## src/rtl/cic_decim_shifted.sv

```systemverilog
// Four-stage CIC decimator with rate-dependent output normalisation.
// Integrators run at the input sample rate. Combs run once per R input
// samples. The comb result is arithmetically shifted by ceil(4*log2(R)),
// which keeps the DC gain at or below one.
module cic_decim_shifted #(
    parameter int bw               = 16,
    parameter int N                = 4,
    parameter int log2_of_max_rate = 7,
    parameter int maxbitgain       = N * log2_of_max_rate
) (
    input  logic          clock,
    input  logic          reset,
    input  logic          enable,
    input  logic [7:0]    rate,
    input  logic          strobe_in,
    input  logic [bw-1:0] signal_in,
    output logic          strobe_out,
    output logic [bw-1:0] signal_out
);

    localparam int W  = bw + maxbitgain;
    localparam int SW = $clog2(maxbitgain + 1);
    localparam logic [7:0] RATE_MAX = 8'((1 << log2_of_max_rate) - 1);

    // Smallest s with 2^s >= R^4, which is ceil(4*log2(R)).
    // Any R above the supported maximum uses the largest shift.
    function automatic logic [SW-1:0] rateToShift(input logic [7:0] r);
        logic [8:0]    rr;
        logic [17:0]   r2;
        logic [35:0]   r4;
        logic [SW-1:0] s;
        rr = {1'b0, r} + 9'd1;
        r2 = {9'd0, rr} * {9'd0, rr};
        r4 = {18'd0, r2} * {18'd0, r2};
        s  = SW'(maxbitgain);
        for (int k = maxbitgain; k >= 0; k--) begin
            if ((36'd1 << k) >= r4) begin
                s = k[SW-1:0];
            end
        end
        if (r > RATE_MAX) begin
            s = SW'(maxbitgain);
        end
        return s;
    endfunction

    logic [W-1:0]  integ0_q, integ1_q, integ2_q, integ3_q;
    logic [W-1:0]  delay0_q, delay1_q, delay2_q, delay3_q;
    logic [7:0]    sampleCnt_q;
    logic          primed_q;
    logic          strobeOut_q;
    logic [bw-1:0] signalOut_q;

    logic [W-1:0]  xExt;
    logic [7:0]    effCnt;
    logic [7:0]    sampleCnt_d;
    logic          decStrb;
    logic [W-1:0]  comb0, comb1, comb2, comb3;
    logic [SW-1:0] shiftAmt;
    logic [bw-1:0] signalOut_d;

    // Counter start and wrap detection, comb chain and normalising shift.
    // Until the first accepted sample, the counter behaves as if it had
    // just been loaded with rate. This avoids an asynchronous load.
    always_comb begin
        xExt        = {{maxbitgain{signal_in[bw-1]}}, signal_in};
        effCnt      = primed_q ? sampleCnt_q : rate;
        sampleCnt_d = (effCnt == 8'd0) ? rate : effCnt - 8'd1;
        decStrb     = enable & strobe_in & (effCnt == 8'd0);
        comb0       = integ3_q - delay0_q;
        comb1       = comb0 - delay1_q;
        comb2       = comb1 - delay2_q;
        comb3       = comb2 - delay3_q;
        shiftAmt    = rateToShift(rate);
        signalOut_d = comb3[shiftAmt +: bw];
    end

    // Integrators, decimation counter, comb delays and output register.
    // Integrator sums wrap modulo 2^W. The combs cancel the wrap.
    always_ff @(posedge clock or posedge reset) begin
        if (reset) begin
            integ0_q    <= '0;
            integ1_q    <= '0;
            integ2_q    <= '0;
            integ3_q    <= '0;
            delay0_q    <= '0;
            delay1_q    <= '0;
            delay2_q    <= '0;
            delay3_q    <= '0;
            sampleCnt_q <= '0;
            primed_q    <= 1'b0;
            strobeOut_q <= 1'b0;
            signalOut_q <= '0;
        end else if (!enable) begin
            integ0_q    <= '0;
            integ1_q    <= '0;
            integ2_q    <= '0;
            integ3_q    <= '0;
            delay0_q    <= '0;
            delay1_q    <= '0;
            delay2_q    <= '0;
            delay3_q    <= '0;
            sampleCnt_q <= '0;
            primed_q    <= 1'b0;
            strobeOut_q <= 1'b0;
            signalOut_q <= '0;
        end else begin
            if (strobe_in) begin
                integ0_q    <= integ0_q + xExt;
                integ1_q    <= integ1_q + integ0_q;
                integ2_q    <= integ2_q + integ1_q;
                integ3_q    <= integ3_q + integ2_q;
                sampleCnt_q <= sampleCnt_d;
                primed_q    <= 1'b1;
            end
            if (decStrb) begin
                delay0_q    <= integ3_q;
                delay1_q    <= comb0;
                delay2_q    <= comb1;
                delay3_q    <= comb2;
                signalOut_q <= signalOut_d;
            end
            strobeOut_q <= decStrb;
        end
    end

    assign strobe_out = strobeOut_q;
    assign signal_out = signalOut_q;

endmodule
```

## config.mk

```make
export PLATFORM = sky130hd
export DESIGN_NAME = cic_decim_shifted
export DESIGN_NICKNAME = d
export VERILOG_FILES = /design/src/rtl/cic_decim_shifted.sv
export SDC_FILE = /design/constraint.sdc
export NUM_CORES = 2
export LEC_CHECK = 0
export ABC_AREA = 1
export BUFFER_PORTS_ARGS = -buffer_cell sky130_fd_sc_hd__buf_2
export CORE_MARGIN = 4
export CORE_UTILIZATION = 40
export CTS_CLUSTER_DIAMETER = 60
export DETAILED_ROUTE_END_ITERATION = 10
export MAX_ROUTING_LAYER = met4
export PLACE_DENSITY = 0.53
export SLEW_MARGIN = 20
export SYNTH_ARGS = -nofsm -noshare
export SYNTH_HDL_FRONTEND = slang
export SYNTH_SLANG_ARGS = --single-unit
```

## constraint.sdc

```tcl
create_clock -name clock -period 11.9 [get_ports clock]
set_input_delay 2.38 -clock clock [delete_from_list [all_inputs] [get_ports clock]]
set_output_delay 2.38 -clock clock [all_outputs]
set_load 0.005 [all_outputs]
```

==> metrics.txt <==
status=finished, violations left; failing checks=negative setup slack; final hold vios=0; initial core utilization=40.6%; CTS Sinks=roughly 380; fin crit share=113%; post-DP HPWL=88300 um; nets=7326; number of CTS-inserted buffers=57; sequential share of the synthesized area=21.7%; Critical Path AT=between 10 and 15 ns; Critical R2R Launch=integ3_q[0]; DR iter-0 viols=1652; vias=39472; routed vias/inst=4.93; Yosys warning total=0; fmax=0.0742 GHz; DIE HEIGHT=338 um; initial antenna violation count=1; max cap viols=0; Final min period=13.48 ns; total grt overflow=0; Cells after Synth=6170; Pre-antenna DRT Iters=5; number of port buffers=44; share of cells above drive strength 1=17.2%; Die W=338 um; RSZ-0062 raised after global routing=yes; Clock Tree Buf Depth=3; Post-synth top flop=dfrtp_1; root buf cell=clkbuf_16; Reg area=roughly 9500 um2; Multi-input gate area=about 32000 um2; number of synthesized flops with an enable pin=0; Seq cells post-synth=378; Routability Congestion=0.869; Worst-path clk slew=0.05 ns; setup TNS=-24.62 ns; drt wl/cell=14.2 um; Tot GR Track Use=20.2%; FILL cells=~11000; Cell variety after synth=between 50 and 60; share of Yosys cell area claimed by the top area cell type=21.7%; highest-delay cell along the critical path=fa_1; CP Launch Type=input port; Max Slew Vio Count=0; largest net degree at the start of global routing=148; Max H-tree Level=2; Yosys top cell by area=dfrtp_1; Setup Crit Path Kind=input port to flop; Setup Skew=0.0716 ns; first-pass GRT wire length=192000 um; Setup crit start=rate[0]; vias in the first global route=approximately 39000; slew margin rel.=30.4%; # diodes=0; FP Rows=120; largest cells by area after synthesis=dfrtp_1 (22%), ha_1 (15%), nand2_1 (13%), fa_1 (11%), inv_1 (8.7%); Placeable Area=between 100000 and 150000 um2; most frequent CP cell=nand2_1; final setup vio count=16; Worst-Skew Late Latency=about 0.66 ns; Mapped Area=between 40000 and 50000 um2; Synth-to-Final Area Change=21.4%; syn_area_per_cell=7.08 um2; Crit Path Max Fanout=6; DIE AREA=about 110000 um2; most common cell after layout, fill and taps aside=nand2_1; I/O pins=45; aggregate routed wire length=114000 um; ys async rst share=100%; HP Class=flop to flop; # DRC=0; Crit. End Element=flop; slack of the critical path=-1.58 ns; measured slew at the worst slew-check pin=1.04 ns; critical hold path startpoint=signal_out[0]; commonest cells after routing, fill and taps aside=nand2_1 (1375), inv_1 (969), ha_1 (477); antenna viol nets, final=0; slowest stage delay, CP=0.56 ns; CTS tree=done; CP Data Required Time=12.49 ns
-- kinds of logic after synthesis --
family,count (synthesis),synth area share (%)
AOI/OAI and AO/OA,1145,14.4
and+or+nand+nor,2455,23.4
other,1,0.00859
adders and majority gates,738,25.1
buffers and inverters,1218,10.7
xor gates and xnor gates,235,4.73
DFF,378,21.7
-- synthesized netlist by cell type, drive strengths merged (26+ instances only) --
library cell  count
nor3             37
o22ai            74
fa              232
o31ai            30
a21oi           452
a31oi            26
o21ai           460
nor2            383
nand2          1507
buf              42
xnor2            51
dfrtp           378
xor2            184
nand4            31
inv            1066
nand3           446
clkbuf          105
ha              506
-- critical path, delay by kind of cell --
family | cells | cell delay, ns
fa+ha+maj | 12 | 5.63
simple gates | 50 | 3.90
compound gates | 5 | 0.70
buf+inv | 18 | 1.42
-- state kept, by name, summed over array words and instances, names as in the netlist --
name         count
integ1_q        44
delay0_q        44
integ0_q        44
delay2_q        44
sampleCnt_q      8
integ3_q        44
primed_q         1
integ2_q        44
strobe_out       1
delay3_q        44
delay1_q        44
signal_out      16
-- final timing paths --
| kind | to | slack, ns | depth (start not counted) |
|---|---|---|---|
| max | signal_out[8] | -1.58 | 85 |
| min | signal_out[0] | 0.47 | 2 |
| max reg2reg | signal_out[13] | 2.33 | 60 |
| min reg2reg | signal_out[0] | 0.47 | 2 |
| max in group asynchronous | integ2_q[31] | 7.72 | 5 |
| min in group asynchronous | signal_out[4] | 1.95 | 3 |
-- through the flow --
| step | hold slack, ns | setup slack [ns] | instances | utilization (%) | cell area, um2 |
|---|---|---|---|---|---|
| after floorplan | 0.453 | -1.43 | 6174 | - | 44200 |
| after global placement | 0.469 | -2.59 | 7842 | 45.1 | 48600 |
| after detailed placement | 0.465 | -2.58 | 7842 | 45.1 | 48600 |
| after CTS | 0.479 | -1.51 | 7978 | 47.8 | 51500 |
| after global routing | 0.490 | -2.37 | 8009 | 49.2 | 53000 |
| final | 0.471 | -1.58 | 8009 | 49.2 | 53000 |
-- routing by layer --
layer	part of all wire, %	vias up	GRT usage [%]
met3	3.0	142	2.24
met1	50	18095	27.6
li1	-	20762	-
met2	45	473	32.5
met5	0	-	-
met4	1.9	0	4.10
-- area by class of cell --
type	instances	share of cell area [%]
Multi-Input combinational cell	4579	60.1
Sequential cell	378	17.8
Inverter	1071	7.66
Timing Repair Buffer	473	7.52
Tap cell	1403	3.31
Clock buffer	67	2.89
Clock inverter	38	0.720
-- timing repair --
action                     4_1_cts  5_1_grt
setup endpoints to repair       16       16
hold buffers                     0        0
setup buffers                   26       26
resized for setup              161      295
gates cloned                     5        6
pin swaps                       46      163
Power is left out: the tool's default activity adds up to more than one toggle a clock period on the data nets, which glitch-free logic cannot reach.
